[src/rtl/load_store_unit.sv]
// Load/store unit: byte/half/word accesses onto a one-cycle-latency word memory, sub-word stores via read-modify-write.
// Latency: error 1, load 3, word store 2, sub-word store 4; req_ready only in IDLE, one request in flight.
module load_store_unit #(
    parameter int addresswidth = 32,
    parameter int width        = 32
) (
    input  logic                    clk,
    input  logic                    reset,
    input  logic                    req_valid,
    output logic                    req_ready,
    input  logic                    req_write,
    input  logic [1:0]              req_size,
    input  logic                    req_signed,
    input  logic [addresswidth-1:0] req_addr,
    input  logic [width-1:0]        req_wdata,
    output logic                    resp_valid,
    output logic [width-1:0]        resp_rdata,
    output logic                    resp_misaligned,
    output logic [addresswidth-1:0] mem_address,
    output logic                    mem_writeEnable,
    output logic [width-1:0]        mem_dataIn,
    input  logic [width-1:0]        mem_dataOut
);

    localparam logic [2:0] IDLE    = 3'd0;
    localparam logic [2:0] RD      = 3'd1;
    localparam logic [2:0] RD_WAIT = 3'd2;
    localparam logic [2:0] WR      = 3'd3;
    localparam logic [2:0] RESP    = 3'd4;

    localparam logic [1:0] SZ_BYTE = 2'b00;
    localparam logic [1:0] SZ_HALF = 2'b01;
    localparam logic [1:0] SZ_WORD = 2'b10;

    logic [2:0]              state_q, state_d;
    logic [1:0]              lane_q, lane_d;
    logic [1:0]              size_q, size_d;
    logic                    signed_q, signed_d;
    logic                    write_q, write_d;
    logic [15:0]             wdata_q, wdata_d;
    logic                    err_q, err_d;
    logic [width-1:0]        rdata_q, rdata_d;
    logic [addresswidth-1:0] mem_address_q, mem_address_d;
    logic [width-1:0]        mem_data_in_q, mem_data_in_d;

    logic                    req_err;
    logic [7:0]              rd_byte;
    logic [15:0]             rd_half;
    logic [width-1:0]        load_val;
    logic [width-1:0]        merged;

    always_comb begin
        req_err = (req_size == 2'b11)
               || (req_size == SZ_HALF && req_addr[0])
               || (req_size == SZ_WORD && req_addr[1:0] != 2'b00);
    end

    // Lane extraction and merge share the latched low address bits.
    always_comb begin
        rd_byte = 8'h00;
        rd_half = 16'h0000;
        merged  = mem_dataOut;
        case (lane_q)
            2'd0: begin rd_byte = mem_dataOut[7:0];   merged[7:0]   = wdata_q[7:0]; end
            2'd1: begin rd_byte = mem_dataOut[15:8];  merged[15:8]  = wdata_q[7:0]; end
            2'd2: begin rd_byte = mem_dataOut[23:16]; merged[23:16] = wdata_q[7:0]; end
            default: begin rd_byte = mem_dataOut[31:24]; merged[31:24] = wdata_q[7:0]; end
        endcase
        rd_half = lane_q[1] ? mem_dataOut[31:16] : mem_dataOut[15:0];
        if (size_q == SZ_HALF) begin
            merged = mem_dataOut;
            if (lane_q[1]) merged[31:16] = wdata_q;
            else           merged[15:0]  = wdata_q;
        end else if (size_q == SZ_WORD) begin
            merged = mem_dataOut;
        end
        case (size_q)
            SZ_BYTE: load_val = {{(width-8){signed_q & rd_byte[7]}}, rd_byte};
            SZ_HALF: load_val = {{(width-16){signed_q & rd_half[15]}}, rd_half};
            default: load_val = mem_dataOut;
        endcase
    end

    always_comb begin
        state_d       = state_q;
        lane_d        = lane_q;
        size_d        = size_q;
        signed_d      = signed_q;
        write_d       = write_q;
        wdata_d       = wdata_q;
        err_d         = err_q;
        rdata_d       = rdata_q;
        mem_address_d = mem_address_q;
        mem_data_in_d = mem_data_in_q;
        case (state_q)
            IDLE: begin
                if (req_valid) begin
                    lane_d        = req_addr[1:0];
                    size_d        = req_size;
                    signed_d      = req_signed;
                    write_d       = req_write;
                    wdata_d       = req_wdata[15:0];
                    err_d         = req_err;
                    rdata_d       = '0;
                    mem_address_d = {2'b00, req_addr[addresswidth-1:2]};
                    if (req_err) begin
                        state_d = RESP;
                    end else if (req_write && req_size == SZ_WORD) begin
                        state_d       = WR;
                        mem_data_in_d = req_wdata;
                    end else begin
                        state_d = RD;
                    end
                end
            end
            RD:      state_d = RD_WAIT;
            RD_WAIT: begin
                if (write_q) begin
                    mem_data_in_d = merged;
                    state_d       = WR;
                end else begin
                    rdata_d = load_val;
                    state_d = RESP;
                end
            end
            WR:      state_d = RESP;
            default: state_d = IDLE;
        endcase
    end

    always_ff @(posedge clk) begin
        if (reset) begin
            state_q       <= IDLE;
            lane_q        <= '0;
            size_q        <= '0;
            signed_q      <= 1'b0;
            write_q       <= 1'b0;
            wdata_q       <= '0;
            err_q         <= 1'b0;
            rdata_q       <= '0;
            mem_address_q <= '0;
            mem_data_in_q <= '0;
        end else begin
            state_q       <= state_d;
            lane_q        <= lane_d;
            size_q        <= size_d;
            signed_q      <= signed_d;
            write_q       <= write_d;
            wdata_q       <= wdata_d;
            err_q         <= err_d;
            rdata_q       <= rdata_d;
            mem_address_q <= mem_address_d;
            mem_data_in_q <= mem_data_in_d;
        end
    end

    assign req_ready       = (state_q == IDLE);
    assign resp_valid      = (state_q == RESP);
    assign resp_rdata      = resp_valid ? rdata_q : '0;
    assign resp_misaligned = resp_valid & err_q;
    assign mem_address     = mem_address_q;
    assign mem_writeEnable = (state_q == WR);
    assign mem_dataIn      = mem_data_in_q;

endmodule

[config.mk]
export PLATFORM = sky130hd
export DESIGN_NAME = load_store_unit
export DESIGN_NICKNAME = d
export VERILOG_FILES = /design/src/rtl/load_store_unit.sv
export SDC_FILE = /design/constraint.sdc
export NUM_CORES = 1
export LEC_CHECK = 0
export BUFFER_PORTS_ARGS = -buffer_cell sky130_fd_sc_hd__buf_4
export CORE_AREA = 2 2 139 101
export CTS_CLUSTER_DIAMETER = 60
export CTS_CLUSTER_SIZE = 14
export DETAILED_ROUTE_END_ITERATION = 8
export DIE_AREA = 0 0 141 103
export PLACE_DENSITY = 0.76
export SYNTH_ARGS = -nofsm -noshare
export SYNTH_HDL_FRONTEND = slang
export SYNTH_SLANG_ARGS = --single-unit
[constraint.sdc]
create_clock -name clk -period 2 [get_ports clk]
set_input_delay 0.5 -clock clk [delete_from_list [all_inputs] [get_ports clk]]
set_output_delay 0.5 -clock clk [all_outputs]
set_load 0.05 [all_outputs]
# After elaboration in Yosys (flattened, before gate mapping)
# Cells that the tools add are included.
# op_classes
n_bitwise,3
mux,25
reduce_logical,14
n_eq_ne,16
# ops
op,n
two-way mux 32 bit,9
case mux 32 bit (2 select lines),3
two-way mux 16 bit,3
two-way mux 8 bit,4
case mux 8 bit (3 select lines),1
case mux 3 bit (4 select lines),1
two-way mux 3 bit,3
"== test 2 bit, second input constant",4
"!= test 2 bit, second input constant",4
"== test 2 x 1 -> 1 bit, second input constant",3
"== test 3 x 2 -> 1 bit, second input constant",2
AND reduction 5 bit,1
zero test 2 bit,2
nonzero test 2 bit,2
bitwise AND 1 bit,3
"== test 3 x 1 -> 1 bit, second input constant",1
"== test 3 bit, second input constant",1
logical AND 1 bit,3
zero test 3 bit,1
AND reduction 3 bit,1
OR reduction 3 bit,1
logical OR 1 bit,2
two-way mux 2 bit,1
"!= test 2 x 1 -> 1 bit, second input constant",1
AND reduction 2 bit,1
# word_totals
inputBits,103
register_bits,120

# Depth between registers and ports, before layout
# Gate-level depths: netlist of run 1.
# depth
word_depth,7
ltp_mapped,9
mapped_depth_nobuf,5

# Worst setup path after synthesis of run 1
# OpenSTA, ideal clock, no wires.
# synth_path
path_kind,flip-flop to flip-flop
startpoint,reg state_q[1]
endpoint,reg lane_q[0]
path_buffers,3
slack_ns,-0.594
synth_period_minus_slack_ns,2.594
stages_incl_launch_ff,8
arrival_ns,2.522
path_cell_list,dfxtp_1 clkbuf_1 nor3_1 and2_1 clkbuf_1 clkbuf_1 nand2_1 a21oi_1
# synth_via
elab_chain_cells,2
# synth_lines
element,line_no,rtl
from (decl),35,"logic [2:0] state_q, state_d;"
from (signal assigned),144,state_q <= state_d;
zero test 3 bit,-,
named net req_ready,10,"output logic req_ready,"
AND reduction 2 bit (no source line),-,
to (signal assigned),145,lane_q <= lane_d;
to (decl),36,"logic [1:0] lane_q, lane_d;"
# The timed path passes the listed nets, and every way through them passes these cells.
# A chain may end at the register's enable or synchronous reset.

# Worst setup path after layout of run 1
# layout_path
startpoint,reg state_q[0]
endpoint,out resp_rdata[23]
# layout_via
elab_chain_cells,2
# layout_lines
element,line_no,rtl
== test 3 bit,158,assign resp_valid = (state_q == RESP);
two-way mux 32 bit,159,assign resp_rdata = resp_valid ? rdata_q : '0;
to (decl),17,"output logic [width-1:0] resp_rdata,"
# Every way passes these cells.

==> run_results.csv, run 1 <==
group,metric,value,unit
sta,rsz0062_at_grt,"yes",
drt,dr.pass1.iters,6,
grt,track_usage,27.5,%
placed_design,pre_cts_ws,-0.217,ns
sta,hold_viol,0,
clocking,clock_latency,0.41,ns
sta,skew,0.00627,ns
synthesis,synth_edf_count,0,
synthesis,synthArstFlopShare,0,%
floorplan,dieArea,0.0145,sq mm
power_and_ir_drop,total_power,7.07,mW
power_and_ir_drop,p_sw,1.98,mW
synthesis,synthCells,784,
clocking,cts_buffers,17,
power_and_ir_drop,power_leakage,3.81,nW
floorplan,rows,36,
drt,ant_nets,0,
power_and_ir_drop,vdd_drop_max,0.758,mV
drt,drc,0,
drt,drt_iter0_drc,721,
grt,grt_pass1_vias,5990,
sta,worst_slack,-0.179,ns
run,max-cap-violations,0,
sta,max-slew-margin-rel,56.3,%
worst_setup_path,worstSetupPathType,"reg2out",
power_and_ir_drop,pwr-share-seq,36.5,%
placed_design,port_buffers,200,
placed_design,gp_congestion,0.912,
clocking,clkSlewWorstSetupHoldPaths,0.05,ns
outcome,status,"complete, but fails checks",
finish,nets,1095,
worst_setup_path,end_kind,"output pin",
clocking,cts_tree,"done",
synthesis,netlist_area,0.00595,sq mm
placed_design,hpwl,14400,um
finish,antenna_cells,0,
finish,fin_util,67.8,%
floorplan,core_area,0.0134,sq mm
sta,final_max_slew_viol_count,0,
floorplan,die_w,141,um
worst_setup_path,rr_startpoint,"state_q[0]$_SDFFE_PP0P_",
drt,dr_total_vias,6676,
placed_design,dpl_cell_area,0.00785,sq mm
power_and_ir_drop,p_sw_share,28.1,%
synthesis,synth.distinct_cells,47,
synthesis,synth_area_per_cell,7.59,sq um
clocking,cts_sinks,120,
power_and_ir_drop,p_per_area,780,mW/mm^2
clocking,htree_levels,4,
synthesis,synth.ff_latch_count,120,
clocking,root_buffer,"clkbuf_16",
grt,overflow,0,
power_and_ir_drop,p_comb_share,19.1,%
worst_setup_path,cp_max_fo,8,
finish,postLayoutCellArea,0.00907,sq mm
sta,worst_slew_pin_slew,0.655,ns
worst_setup_path,arrival,1.68,ns
worst_hold_path,holdCritPathClass,"in2reg",
grt,antenna_found_initial,0,
finish,layout-drive-gt1-share,36.3,%
synthesis,synth_top_flop_cell,"dfxtp_1",
synthesis,synth-seq-area-share,40.3,%
sta,max_freq,459,MHz
sta,setup_viol_count_final,60,
sta,min_period,2.18,ns
floorplan,initial_core_util,44.5,%
sta,post-route-period-util,109,%
finish,syn2layout_area_growth,52.4,%
power_and_ir_drop,intPower,5.09,mW
power_and_ir_drop,power_frac_clock,44.4,%
grt,grt_max_degree,83,
drt,drt_wl_total,21300,um
worst_setup_path,cp-start-kind,"flip-flop",
floorplan,io-pin-count,203,
drt,avgViaCountPerCell,5.69,
drt,wl_per_cell,18.2,um
worst_hold_path,hp-start,"req_addr[28]",
clocking,clk_path_buf_depth,2,
worst_setup_path,crit_required,1.50,ns
floorplan,chipHeight,103,um
worst_setup_path,cp-startpoint,"state_q[0]$_SDFFE_PP0P_",
grt,grt_pass1_wl,31200,um
synthesis,ys_warn_count,0,
outcome,violations,"negative setup slack",
clocking,cts-hold-fix-buffers,0,
sta,setup_tns,-5.86,ns
-- placed cells by master (no fill, tap or decap), types with 13 or more instances in the layout --
master     count
clkbuf_16     24
nor2_1        50
o21ai_0       36
buf_8         23
and2_4        23
nand2_1      161
nor3_1        31
buf_4        198
buf_6         18
mux2i_1       13
dfxtp_1      117
a21oi_1      117
-- what timing repair did --
action / CTS / global route
resized for setup: 50 / 58
setup buffers: 1 / 6
endpoints found under the hold margin: 0 / 0
pin swaps: 3 / 16
setup endpoints to repair: 50 / 65
gates cloned: 1 / 7
-- path summary, 6_finish.rpt --
path | endpoint | slack [ns] | cells past startpoint
max | resp_rdata[23] | -0.18 | 6
min | mem_address[26]$_SDFFE_PP0P_ | 0.34 | 3
max reg2reg | mem_dataIn[18]$_SDFFE_PP0P_ | -0.10 | 8
min reg2reg | rdata_q[27]$_SDFFE_PP0P_ | 0.45 | 2
-- sequential cells by signal, summed over array words and instances (netlist names) --
name	flops
err_q	1
lane_q	2
mem_address	30
mem_dataIn	32
rdata_q	32
signed_q	1
size_q	2
state_q	3
wdata_q	16
write_q	1
-- per-stage QoR --
| stage | std cells | hold WS (ns) |
|---|---|---|
| floorplan | 785 | 0.417 |
| global placement | 1129 | 0.430 |
| detailed placement | 1129 | 0.437 |
| CTS | 1161 | 0.328 |
| global route | 1174 | 0.333 |
| finish | 1174 | 0.338 |
-- metal layers --
layer | part of all wire (%) | vias to the layer above | track usage (%) | wire length, um
met4 | 1.4 | 0 | 6.62 | 299
met3 | 11 | 33 | 9.20 | 2340
met5 | 0 | - | 0 | 0
met2 | 46 | 379 | 44.6 | 9910
li1 | - | 3141 | - | -
met1 | 41 | 3123 | 36.0 | 8800
-- layout make-up --
cell class,instances,area (sq um)
fill,1081,4310
clock buffer,22,484
inverter,11,41.3
clock inverter,8,120
multi-input combinational,585,3360
tap,171,214
sequential,120,2410
timing repair buffer,257,2440
-- cells by family (layout without fill, tap and decap cells) --
logic type,after synthesis,count (layout),share of synthesized area (%)
buf+inv,80,298,6.09
simple gates,311,311,23.5
flops,120,120,40.3
fa+ha+maj,1,1,0.168
other cells,1,2,0.0630
mux,20,20,3.51
compound gates,251,251,26.4
-- worst max-delay path, stage by stage (launching register included) --
cell and delay [ns]:
dfxtp_4 0.34, buf_6 0.11, nor3b_4 0.17, buf_6 0.18, clkbuf_16 0.16, and2_2 0.15, buf_6 0.15
-- Yosys cell counts, drive strengths merged (2+ instances only) --
cell type  instances  area, sq um
a21o               8         60.1
and2              34          213
nor3b              2         15.0
mux2i             13          130
buf               16          123
or3b               2         17.5
nor2b              5         31.3
nand2b             5         31.3
o22ai             10         62.6
a211o              8         70.1
a221oi             8         70.1
a31oi              8         50.1
inv               11         41.3
a21oi            127          636
a211oi             8          100
o21ai             38          190
mux2               7         78.8
or3                2         12.5
a22o               8         70.1
nor3              34          180
nor4               2         27.5
nand2            161          604
dfxtp            120         2400
o311a              8         80.1
o221ai             7         61.3
o21a               2         15.0
a311o              7         70.1
nor2              58          218
clkbuf            53          199
-- power by group through the flow --
stage,combinational [mW],sequential (mW),clock [mW]
2_1_floorplan,0.571,2.79,0
3_5_place_dp,1.26,2.63,0
3_3_place_gp,1.25,2.63,0
4_1_cts,1.29,2.58,3.17
5_1_grt,1.44,2.59,3.26
6_report,1.35,2.58,3.14
(Power assumes the default switching activity.)
==> inputs of run 2 (changes only) <==
--- a/config.mk
+++ b/config.mk
@@ -5,7 +5,7 @@
 export SDC_FILE = /design/constraint.sdc
 export NUM_CORES = 1
 export LEC_CHECK = 0
-export BUFFER_PORTS_ARGS = -buffer_cell sky130_fd_sc_hd__buf_4
+export BUFFER_PORTS_ARGS = -buffer_cell sky130_fd_sc_hd__buf_2
 export CORE_AREA = 2 2 139 101
 export CTS_CLUSTER_DIAMETER = 60
 export CTS_CLUSTER_SIZE = 14
@@ -15,3 +15,4 @@
 export SYNTH_ARGS = -nofsm -noshare
 export SYNTH_HDL_FRONTEND = slang
 export SYNTH_SLANG_ARGS = --single-unit
+export TNS_END_PERCENT = 50
==> run 2 against run 1 <==
Critical path depth unchanged; worst hold slack lost 0.027 ns; register-to-register slack improved by 0.03 ns; die area unchanged; the flow still finishes with violations (negative setup slack); flip-flop and latch count is the same; first-iteration DRC count is 5.7% higher; non-clock buffer count is 2 higher; highest routed layer unchanged.
==> run_results.csv, run 2 (synthesis results as in run 1) <==
group,metric,value,unit
outcome,status,"complete, but fails checks",
finish,final_common_cell,"buf_2",
floorplan,core_area,0.0134,sq mm
floorplan,rows,36,
grt,grt_max_degree,66,
sta,max-slew-margin-rel,48.7,%
clocking,clk_path_buf_depth,2,
worst_setup_path,critPathMostFrequentCell,"buf_6",
power_and_ir_drop,vdd_drop_max,0.660,mV
clocking,cts_tree,"done",
placed_design,pre_cts_ws,-0.195,ns
sta,setup_viol_count_final,48,
placed_design,gp_congestion,0.922,
sta,post-route-period-util,109,%
clocking,root_buffer,"clkbuf_16",
floorplan,initial_core_util,44.5,%
sta,hold_viol,0,
grt,track_usage,26.7,%
sta,setup_tns,-5.32,ns
sta,skew,0.00722,ns
placed_design,hpwl,13900,um
drt,dr_total_vias,6685,
placed_design,port_buffers,200,
sta,final_max_slew_viol_count,0,
power_and_ir_drop,p_per_area,824,mW/mm^2
clocking,cts-hold-fix-buffers,0,
sta,worst_slack,-0.187,ns
worst_setup_path,worstSetupPathType,"reg2out",
floorplan,die_w,141,um
drt,avgViaCountPerCell,5.67,
grt,antenna_found_initial,1,
worst_setup_path,cp_slowest_cell,"dfxtp_2",
worst_setup_path,path_cells,"buf_6, nor3b_4, buf_6, buf_8, and2_1, buf_6",
clocking,htree_levels,4,
floorplan,io-pin-count,203,
grt,grt_pass1_wl,30200,um
worst_setup_path,cp_max_fo,8,
grt,grt_pass1_vias,5686,
drt,ant_nets,0,
worst_hold_path,holdCritPathClass,"in2reg",
finish,layout_common_cells,"166 x buf_2, 161 x nand2_1, 120 x a21oi_1, 117 x dfxtp_1, 54 x nor2_1",
drt,drt_wl_total,21200,um
floorplan,dieArea,0.0145,sq mm
run,max-cap-violations,0,
finish,layout-drive-gt1-share,35.7,%
worst_setup_path,arrival,1.69,ns
drt,drc,0,
drt,dr.pass1.iters,6,
floorplan,chipHeight,103,um
worst_setup_path,cp-start-kind,"flip-flop",
clocking,cts_buffers,17,
power_and_ir_drop,power_leakage,3.67,nW
worst_setup_path,crit_required,1.50,ns
finish,syn2layout_area_growth,42.8,%
sta,min_period,2.19,ns
finish,nets,1097,
sta,rsz0062_at_grt,"yes",
clocking,cts_sinks,120,
drt,wl_per_cell,18.0,um
drt,drt_iter0_drc,762,
sta,max_freq,457,MHz
worst_setup_path,end_kind,"output pin",
grt,overflow,0,
outcome,violations,"negative setup slack",
worst_setup_path,cp_slowest_stage_delay,0.32,ns
finish,fin_util,63.6,%
clocking,clkSlewWorstSetupHoldPaths,0.06,ns
sta,worst_slew_pin_slew,0.770,ns
clocking,clock_latency,0.42,ns
==> run 2: final timing paths <==
check / startpoint / endpoint / slack [ns] / depth (start not counted)
min: req_addr[15] / mem_address[13]$_SDFFE_PP0P_ / 0.31 / 3
max reg2reg: state_q[0]$_SDFFE_PP0P_ / mem_dataIn[22]$_SDFFE_PP0P_ / -0.07 / 7
max: state_q[0]$_SDFFE_PP0P_ / resp_rdata[0] / -0.19 / 6
min reg2reg: rdata_q[9]$_SDFFE_PP0P_ / rdata_q[9]$_SDFFE_PP0P_ / 0.45 / 1
==> run 2: repair_timing <==
item | in CTS | in global routing
gates resized for setup | 85 | 62
pin swaps | 1 | 23
endpoints found under the hold margin | 0 | 0
endpoints found under the setup margin | 36 | 112
buffers inserted | 2 | 11
gates cloned | 1 | 7
==> run 2: area by class of cell <==
type	count	area [sq um]
antenna	1	2.50
clock buffer	19	443
clock inverter	13	171
fill	1143	4870
inverter	11	41.3
multi-input combinational	585	3340
sequential	120	2410
tap	171	214
timing repair buffer	259	1880
==> run 2: routing by layer <==
layer	part of all wire (%)	wire length (um)	track usage, %	up-vias
li1	-	-	-	3149
met1	43	9120	37.1	3047
met2	43	9110	41.6	430
met3	12	2590	7.43	59
met4	1.9	397	6.46	0
met5	0	0	0	-
==> run 2: power by group <==
part           switching, mW  leakage [nW]  internal [mW]
clock                   1.20         0.288           2.01
combinational          0.819          2.41          0.403
sequential            0.0866         0.977           2.49
==> run 2: worst max-delay path: cells and delay by family, from the launching register on <==
kind	cells	cell delay (ns)
buffers and inverters	4	0.55
and+or+nand+nor	2	0.40
DFF	1	0.32
==> run 2: through the flow <==
stage / hold WS [ns] / cells / power [mW] / area [sq um]
global placement: 0.430 / 1127 / 3.75 / 7230
floorplan: 0.417 / 785 / 3.36 / 5990
detailed placement: 0.436 / 1127 / 3.76 / 7230
global route: 0.308 / 1179 / 7.25 / 8500
CTS: 0.298 / 1162 / 6.96 / 8150
finish: 0.311 / 1179 / 7.01 / 8500
